===== config.mk =====
export PLATFORM = sky130hd
export DESIGN_NAME = impact_sram_sequencer_flat
export DESIGN_NICKNAME = d
export VERILOG_FILES = /design/src/rtl/impact_sram_sequencer_if.sv /design/src/rtl/impact_sram_sequencer.sv /design/src/flat_wrapper.sv
export SDC_FILE = /design/constraint.sdc
export NUM_CORES = 1
export LEC_CHECK = 0
export CAP_MARGIN = 20
export CORE_AREA = 2 2 73 75
export DETAILED_ROUTE_END_ITERATION = 16
export DIE_AREA = 0 0 75 77
export PLACE_DENSITY = 0.75
export RECOVER_POWER = 50
export SETUP_SLACK_MARGIN = 0.3
export SLEW_MARGIN = 20
export SYNTH_ARGS = -nofsm -noshare
export SYNTH_HDL_FRONTEND = slang
export SYNTH_SLANG_ARGS = --single-unit

===== constraint.sdc =====
create_clock -name clk -period 1.6 [get_ports clk]
set_input_delay 0.32 -clock clk [delete_from_list [all_inputs] [get_ports clk]]
set_output_delay 0.32 -clock clk [all_outputs]
set_load 0.05 [all_outputs]

===== src/rtl/impact_sram_sequencer_if.sv =====
`default_nettype none
// ============================================================================
// Module  : impact_sram_sequencer_if
// Brief   : Host request/response and SRAM-head bus bundle for the sequencer.
// Revision: 1.0 - initial release
// ============================================================================
interface impact_sram_sequencer_if;
  logic       req_valid;
  logic       req_ready;
  logic       req_write;
  logic [1:0] req_bank;
  logic [9:0] req_word;
  logic [1:0] req_byte;
  logic [7:0] req_wdata;
  logic       rsp_valid;
  logic [7:0] rsp_rdata;
  logic       sram_pre;
  logic       sram_read_en;
  logic       sram_write_en;
  logic [1:0] sram_bank_sel;
  logic [9:0] sram_word_sel;
  logic [1:0] sram_byte_sel;
  logic [7:0] sram_data_in;
  logic [7:0] sram_data_out;

  // Host plus SRAM-head side
  modport master (
    output req_valid, req_write, req_bank, req_word, req_byte, req_wdata,
    output sram_data_out,
    input  req_ready, rsp_valid, rsp_rdata,
    input  sram_pre, sram_read_en, sram_write_en,
    input  sram_bank_sel, sram_word_sel, sram_byte_sel, sram_data_in
  );

  // Sequencer side
  modport slave (
    input  req_valid, req_write, req_bank, req_word, req_byte, req_wdata,
    input  sram_data_out,
    output req_ready, rsp_valid, rsp_rdata,
    output sram_pre, sram_read_en, sram_write_en,
    output sram_bank_sel, sram_word_sel, sram_byte_sel, sram_data_in
  );
endinterface
`default_nettype wire


===== src/rtl/impact_sram_sequencer.sv =====
`default_nettype none
// ============================================================================
// Module  : impact_sram_sequencer
// Brief   : Byte read/write sequencer: PRECHARGE -> ACCESS -> RECOVER phases.
//           Optional read/write statistics counters with IMPACT_SEQ_STATS_EN.
// Revision: 1.0 - initial release
// ============================================================================
module impact_sram_sequencer #(
  parameter int unsigned PRE_CYCLES = 2,
  parameter int unsigned ACC_CYCLES = 3
) (
  input  wire logic                   clk,
  input  wire logic                   rst,
  impact_sram_sequencer_if.slave      bus
`ifdef IMPACT_SEQ_STATS_EN
  ,
  output logic [15:0]                 rd_count,
  output logic [15:0]                 wr_count
`endif
);

  typedef enum logic [1:0] {
    IDLE      = 2'd0,
    PRECHARGE = 2'd1,
    ACCESS    = 2'd2,
    RECOVER   = 2'd3
  } state_t;

  localparam logic [3:0] c_PRE_LOAD = 4'(PRE_CYCLES - 1);
  localparam logic [3:0] c_ACC_LOAD = 4'(ACC_CYCLES - 1);

  state_t      state_q;
  logic [3:0]  cnt_q;
  logic        ready_q;
  logic        pre_q;
  logic        rd_en_q;
  logic        wr_en_q;
  logic        rsp_valid_q;
  logic [7:0]  rdata_q;
  logic        write_q;
  logic [1:0]  bank_q;
  logic [9:0]  word_q;
  logic [1:0]  byte_q;
  logic [7:0]  wdata_q;
`ifdef IMPACT_SEQ_STATS_EN
  logic [15:0] rd_count_q;
  logic [15:0] wr_count_q;
`endif

  // Counter holds "cycles remaining minus one" so a phase ends when it reads zero.
  always_ff @(posedge clk or posedge rst) begin
    if (rst) begin
      state_q     <= IDLE;
      cnt_q       <= 4'd0;
      ready_q     <= 1'b1;
      pre_q       <= 1'b0;
      rd_en_q     <= 1'b0;
      wr_en_q     <= 1'b0;
      rsp_valid_q <= 1'b0;
      rdata_q     <= 8'h00;
      write_q     <= 1'b0;
      bank_q      <= 2'd0;
      word_q      <= 10'd0;
      byte_q      <= 2'd0;
      wdata_q     <= 8'h00;
`ifdef IMPACT_SEQ_STATS_EN
      rd_count_q  <= 16'd0;
      wr_count_q  <= 16'd0;
`endif
    end else begin
      unique case (state_q)
        IDLE: begin
          if (bus.req_valid && ready_q) begin
            write_q <= bus.req_write;
            bank_q  <= bus.req_bank;
            word_q  <= bus.req_word;
            byte_q  <= bus.req_byte;
            wdata_q <= bus.req_wdata;
            ready_q <= 1'b0;
            pre_q   <= 1'b1;
            cnt_q   <= c_PRE_LOAD;
            state_q <= PRECHARGE;
          end
        end
        PRECHARGE: begin
          if (cnt_q == 4'd0) begin
            pre_q   <= 1'b0;
            rd_en_q <= ~write_q;
            wr_en_q <= write_q;
            cnt_q   <= c_ACC_LOAD;
            state_q <= ACCESS;
          end else begin
            cnt_q <= cnt_q - 4'd1;
          end
        end
        ACCESS: begin
          if (cnt_q == 4'd0) begin
            rd_en_q     <= 1'b0;
            wr_en_q     <= 1'b0;
            rsp_valid_q <= 1'b1;
            rdata_q     <= write_q ? 8'h00 : bus.sram_data_out;
            state_q     <= RECOVER;
`ifdef IMPACT_SEQ_STATS_EN
            if (write_q) begin
              if (wr_count_q != 16'hFFFF) wr_count_q <= wr_count_q + 16'd1;
            end else begin
              if (rd_count_q != 16'hFFFF) rd_count_q <= rd_count_q + 16'd1;
            end
`endif
          end else begin
            cnt_q <= cnt_q - 4'd1;
          end
        end
        RECOVER: begin
          rsp_valid_q <= 1'b0;
          ready_q     <= 1'b1;
          state_q     <= IDLE;
        end
        default: begin
          pre_q       <= 1'b0;
          rd_en_q     <= 1'b0;
          wr_en_q     <= 1'b0;
          rsp_valid_q <= 1'b0;
          ready_q     <= 1'b1;
          state_q     <= IDLE;
        end
      endcase
    end
  end

  assign bus.req_ready     = ready_q;
  assign bus.rsp_valid     = rsp_valid_q;
  assign bus.rsp_rdata     = rdata_q;
  assign bus.sram_pre      = pre_q;
  assign bus.sram_read_en  = rd_en_q;
  assign bus.sram_write_en = wr_en_q;
  assign bus.sram_bank_sel = bank_q;
  assign bus.sram_word_sel = word_q;
  assign bus.sram_byte_sel = byte_q;
  assign bus.sram_data_in  = wdata_q;

`ifdef IMPACT_SEQ_STATS_EN
  assign rd_count = rd_count_q;
  assign wr_count = wr_count_q;
`endif

endmodule
`default_nettype wire


===== src/flat_wrapper.sv =====
// flat-port wrapper written by rule: the top's interface ports become plain ports
module impact_sram_sequencer_flat 
#(
  parameter int unsigned PRE_CYCLES = 2,
  parameter int unsigned ACC_CYCLES = 3
)
  (clk, rst, bus_req_valid, bus_req_write, bus_req_bank, bus_req_word, bus_req_byte, bus_req_wdata, bus_sram_data_out, bus_req_ready, bus_rsp_valid, bus_rsp_rdata, bus_sram_pre, bus_sram_read_en, bus_sram_write_en, bus_sram_bank_sel, bus_sram_word_sel, bus_sram_byte_sel, bus_sram_data_in);
  impact_sram_sequencer_if bus_i ();
  input  wire logic clk;
  input  wire logic rst;
  input wire logic [$bits(bus_i.req_valid)-1:0] bus_req_valid;
  input wire logic [$bits(bus_i.req_write)-1:0] bus_req_write;
  input wire logic [$bits(bus_i.req_bank)-1:0] bus_req_bank;
  input wire logic [$bits(bus_i.req_word)-1:0] bus_req_word;
  input wire logic [$bits(bus_i.req_byte)-1:0] bus_req_byte;
  input wire logic [$bits(bus_i.req_wdata)-1:0] bus_req_wdata;
  input wire logic [$bits(bus_i.sram_data_out)-1:0] bus_sram_data_out;
  output wire logic [$bits(bus_i.req_ready)-1:0] bus_req_ready;
  output wire logic [$bits(bus_i.rsp_valid)-1:0] bus_rsp_valid;
  output wire logic [$bits(bus_i.rsp_rdata)-1:0] bus_rsp_rdata;
  output wire logic [$bits(bus_i.sram_pre)-1:0] bus_sram_pre;
  output wire logic [$bits(bus_i.sram_read_en)-1:0] bus_sram_read_en;
  output wire logic [$bits(bus_i.sram_write_en)-1:0] bus_sram_write_en;
  output wire logic [$bits(bus_i.sram_bank_sel)-1:0] bus_sram_bank_sel;
  output wire logic [$bits(bus_i.sram_word_sel)-1:0] bus_sram_word_sel;
  output wire logic [$bits(bus_i.sram_byte_sel)-1:0] bus_sram_byte_sel;
  output wire logic [$bits(bus_i.sram_data_in)-1:0] bus_sram_data_in;
  assign bus_i.req_valid = bus_req_valid;
  assign bus_i.req_write = bus_req_write;
  assign bus_i.req_bank = bus_req_bank;
  assign bus_i.req_word = bus_req_word;
  assign bus_i.req_byte = bus_req_byte;
  assign bus_i.req_wdata = bus_req_wdata;
  assign bus_i.sram_data_out = bus_sram_data_out;
  assign bus_req_ready = bus_i.req_ready;
  assign bus_rsp_valid = bus_i.rsp_valid;
  assign bus_rsp_rdata = bus_i.rsp_rdata;
  assign bus_sram_pre = bus_i.sram_pre;
  assign bus_sram_read_en = bus_i.sram_read_en;
  assign bus_sram_write_en = bus_i.sram_write_en;
  assign bus_sram_bank_sel = bus_i.sram_bank_sel;
  assign bus_sram_word_sel = bus_i.sram_word_sel;
  assign bus_sram_byte_sel = bus_i.sram_byte_sel;
  assign bus_sram_data_in = bus_i.sram_data_in;
  impact_sram_sequencer #(.PRE_CYCLES(PRE_CYCLES), .ACC_CYCLES(ACC_CYCLES)) u_core (.clk(clk), .rst(rst), .bus(bus_i));
endmodule

* Word level (Yosys, flattened, before mapping)
Index checks and enable logic that the tools add are counted.
** Storage, ports and cells
- Flip-flop bits (word level) :: 42
- Input bits :: 34
- Output and inout port bits :: 35
- Word-level logic and storage cells :: 58
** Operators by class
- Multiplexer cells :: 20
- Eq/ne operators :: 7
- Bitwise operators :: 1
- $add $sub $neg :: 1
- Reductions and logical operators :: 16
** Operators by type and width (number)
- two-way mux 4 bit :: 3
- one-hot mux 4 bit (3 select lines) :: 1
- AND reduction 3 bit :: 4
- one-hot mux 1 bit (2 select lines) :: 5
- two-way mux 8 bit :: 1
- one-hot mux 2 bit (4 select lines) :: 1
- AND reduction 2 bit :: 4
- nonzero test 2 bit :: 4
- two-way mux 1 bit :: 6
- two-way mux 2 bit :: 3
- inequality test 2 x 1 -> 1 bit (second input constant) :: 3
- == test 2 bit (second input constant) :: 2
- logical NOT 4 bit :: 1
- subtractor 4 x 1 -> 4 bit (second input constant) :: 1
- nonzero test 3 bit :: 1
- == test 2 x 1 -> 1 bit (second input constant) :: 1
- logical NOT 2 bit :: 1
- inequality test 2 bit (second input constant) :: 1
- logical AND 1 bit :: 1
- inverter 1 bit :: 1

* Depth between registers and ports, before layout
- Depth after elaboration :: 3
- Mapped depth :: 7
- Gate-level depth less buffers :: 5

* Least setup slack after synthesis
Ideal clock, no wire load.
- Path type :: register -> register
- From :: reg u_core.state_q[0]
- To :: reg u_core.state_q[1]
- Setup slack :: 0.057 ns
- Required time :: 1.472 ns
- Arrival :: 1.416 ns
- Clock period less this slack :: 1.543 ns
- Stages on the path, launching flop included :: 6
- Path buffers :: 0
- Setup time :: 0.128 ns
- Cells stage by stage :: dfrtp_1 -> inv_1 -> ha_1 -> a21bo_2 -> o21ai_2 -> mux2_1
** Between the ends
- Longest elaborated chain between the ends :: 3
- Elaborated cells on any way between the ends :: 9
- Those cells by class :: eq/ne: 6; mux: 1; reduce/logical: 2
** Ends and longest elaborated chain
- start: declaration :: line impact_sram_sequencer.sv:32 : state_t state_q;
- start signal: assignment :: line impact_sram_sequencer.sv:53 : state_q <= IDLE;
- start signal: assignment :: line impact_sram_sequencer.sv:82 : state_q <= PRECHARGE;
- start signal: assignment :: line impact_sram_sequencer.sv:91 : state_q <= ACCESS;
- == test 2 bit, or another cell as far along :: line impact_sram_sequencer.sv:71 : unique case (state_q)
- inequality test 2 x 1 -> 1 bit (no line)
- AND reduction 3 bit (no line)
Several ways; a longest one is shown, not always the timed one.
A chain may end at the register's enable or synchronous reset.

* Final worst setup path
- From :: reg u_core.state_q[1]
- To :: reg u_core.state_q[1]
The elaborated chain is that of the path after synthesis.

==> results.ini <==
[sta]
hold_ws_ns = 0.487
fmax_mhz = 669
rsz0062_at_grt = yes
period_needed_ns = 1.49
skew_ns = 0.00920
period_share_pct = 93.4
maxSlewHeadroom_pct = 30.5
hold_viol = 0
setup_viol = 0
drv_slew = 0
worst_pin_slew_ns = 1.04

[floorplanning]
fp-row-count = 26
die_area_sq_mm = 0.00578
coreArea_sq_mm = 0.00498
io_pins = 69
initial_core_util_pct = 39.2
die_x_microns = 75
die_h_microns = 77

[yosys]
synth_edf_count = 0
synth_top_family_by_area = multiplexers
synth_compound_area_share_pct = 11.0
synth_top_area_cell = dfrtp_1
seq_area_frac_synth_pct = 54.0
yosys_warnings = 0
ys_types = 37
synth_area_leaders = dfrtp_1, mux2_4, ha_1, nand2_1, o21ai_0
syn_inst = 153
synthMuxAreaShare_pct = 17.7
yosys-top-cells-count = dfrtp_1, mux2_4, nand2_1
yosys.area_share.simple_pct = 9.18
synth_fa_ha_area_share_pct = 3.85
yosysMostFrequentCell = dfrtp_1
ys.flop_type = dfrtp_1
netlist_area_sq_mm = 0.00195
ys_async_sr_fraction_pct = 100
synth.net_count = 193
avgSynthCellArea_sq_um = 12.7
yosysTopAreaCellShare_pct = 52.6
ys_seq_elements = 42
synth-xor-area-share_pct = 0

[final_layout]
nFillCells = 427
fin_nets = 284
seqCellArea_sq_mm = 0.00106
insertedDiodeCount = 0
final_core_util_pct = 60.0
syn_to_final_growth_pct = 53.2
layout-drive-gt1-share_pct = 42.9
multiInputGateArea_sq_um = 903

[power_and_ir_drop]
pwr_density_cell_mw_per_mm2 = 2510
leakagePower_nw = 1.43
ir_drop_mv = 1.35

[route]
drt_pre_antenna_iters = 4
top_layer = met4
drtAntennaViolNets = 0
wl_met1_mm = 1.92
route.vias.total = 1503
routedWlPerCell_microns = 14.0
drtIter0Drc = 43
avgViaCountPerCell = 4.77
wirelength_mm = 4.41
dr_wl_met3_microns = 222
drc = 0
met2_length_mm = 2.23

[placement]
dp_hpwl_mm = 3.01
port_buffers = 68
gp_congestion = 0.734

[clock_tree]
clkSlewWorstSetupHoldPaths_ns = 0.08
worstSkewPairLatency_ns = 0.29
clock_sinks = 42
cts_buffers = 5
cts_tree = built
ctsHoldBuffers = 0
cts.htree.levels = 2
clockRootBuffer = clkbuf_8
clockBufferDepth = 2

[grt]
antenna_found_initial = 0
grt_max_degree = 43
grtUsageTotal_pct = 16.0
grt_pass1_wl_mm = 7.17
grt_overflow = 0
grt_pass1_vias = 1525

[worst_hold_path]
min_path_cells = 2
hold_end = u_core.bus.rsp_rdata[2]
worstHoldStart = u_core.bus.rsp_rdata[2]
holdCritPathClass = reg2reg

[critical_path]
crit_fanout = 5
crit_family = flip-flops
critPathKind = reg2reg
slowest_stage = dfrtp_1
ff2ff_setup_slack_ns = 0.11
end_kind = register
worstPathArrival_ns = 1.67
crit_chain = inv_2 > ha_1 > nor2_1 > o21ai_4 > mux2_4
r2r_cells = 5
critPathBufInv = 1
max_stage_delay_ns = 0.41
cp.required_ns = 1.77
timing.rr.start = u_core.state_q[1]
r2r_end = u_core.state_q[1]
setup.worst_path.start_class = register

[flow_run]
maxCapViolCount = 0

[outcome]
status = finished clean

==> metal layers <==
layer	vias up	GRT usage (%)
met5	-	0
met1	729	21.0
li1	723	-
met4	0	4.64
met2	46	26.2
met3	5	3.29
==> power breakdown <==
group	leakage (nW)	internal [W]	total [W]	switching, W
Sequential	0.514	0.00158	0.00193	0.000351
Clock	0.0585	0.000509	0.000855	0.000346
Combinational	0.861	0.00199	0.00471	0.00272
==> worst max-delay path by stage <==
stage	slack (ns)	cells after the start	end	startpoint
finish	0.11	5	u_core.state_q[1]	u_core.state_q[1]
floorplan	0.12	5	u_core.cnt_q[0]	u_core.state_q[0]
CTS	0.13	5	u_core.cnt_q[0]	u_core.state_q[0]
global placement	-0.04	5	u_core.cnt_q[1]	bus_req_valid
detailed placement	-0.07	5	u_core.cnt_q[2]	bus_req_valid
global route	0.06	5	u_core.state_q[1]	u_core.state_q[1]
==> cell type report <==
class,instances,share of cell area [%]
inverter,8,1.01
clock inverter,1,1.01
sequential,42,35.4
timing repair buffer,91,26.6
clock buffer,7,2.89
tap,70,2.93
multi-input combinational,96,30.2
==> metrics by stage <==
stage                     area [sq um]  setup TNS, ns  power [W]  cells  setup slack (ns)
after floorplan                   2000              0    0.00502    153             0.120
after global placement            2750         -0.174    0.00619    293           -0.0404
after detailed placement          2750         -0.462    0.00627    293           -0.0706
after CTS                         3010              0    0.00754    312             0.131
after global routing              2990              0    0.00794    315            0.0604
final                             2990              0    0.00750    315             0.106
==> cells in the final DEF, fill, tap and decap left out, drive strengths merged <==
| cell | instances |
|---|---|
| a211oi | 1 |
| a21bo | 1 |
| a21boi | 1 |
| a21oi | 4 |
| a31oi | 3 |
| a32o | 4 |
| and2b | 1 |
| buf | 40 |
| bufinv | 1 |
| clkbuf | 25 |
| clkdlybuf4s50 | 33 |
| clkinv | 2 |
| dfrtp | 41 |
| dfstp | 1 |
| ha | 6 |
| inv | 6 |
| mux2 | 24 |
| nand2 | 20 |
| nand3 | 2 |
| nand4 | 1 |
| nand4bb | 1 |
| nor2 | 2 |
| nor2b | 2 |
| nor3 | 1 |
| nor3b | 1 |
| nor4 | 1 |
| o211ai | 2 |
| o21ai | 14 |
| o2bb2ai | 1 |
| o32ai | 1 |
| or3 | 1 |
| or3b | 1 |
==> worst reg2reg max path, cell delays in order, from the launching register on <==
cell     delay (ns)
dfrtp_1        0.41
inv_2          0.10
ha_1           0.27
nor2_1         0.13
o21ai_4        0.16
mux2_4         0.31
==> flip-flops by register name, indices dropped and copies added (netlist names) <==
signal / count
u_core.bus.sram_word_sel: 10
u_core.bus.rsp_rdata: 8
u_core.bus.sram_data_in: 8
u_core.cnt_q: 4
u_core.bus.sram_bank_sel: 2
u_core.bus.sram_byte_sel: 2
u_core.state_q: 2
u_core.bus.req_ready: 1
u_core.bus.rsp_valid: 1
u_core.bus.sram_pre: 1
u_core.bus.sram_read_en: 1
u_core.bus.sram_write_en: 1
u_core.write_q: 1
==> what timing repair did <==
action / CTS / global route
setup buffers: 11 / 3
setup endpoints to repair: 42 / 42
cloned: 0 / 0
pin swaps: 1 / 3
resized for setup: 12 / 3
==> kinds of logic after synthesis <==
logic type | after synthesis
multiplexers | 24
adder cells (fa/ha/maj) | 6
buffers and inverters | 15
flip-flops | 42
AND/OR/NAND/NOR | 34
AO/OA/AOI/OAI | 32
Note: power is estimated with default switching activity, not from simulation.
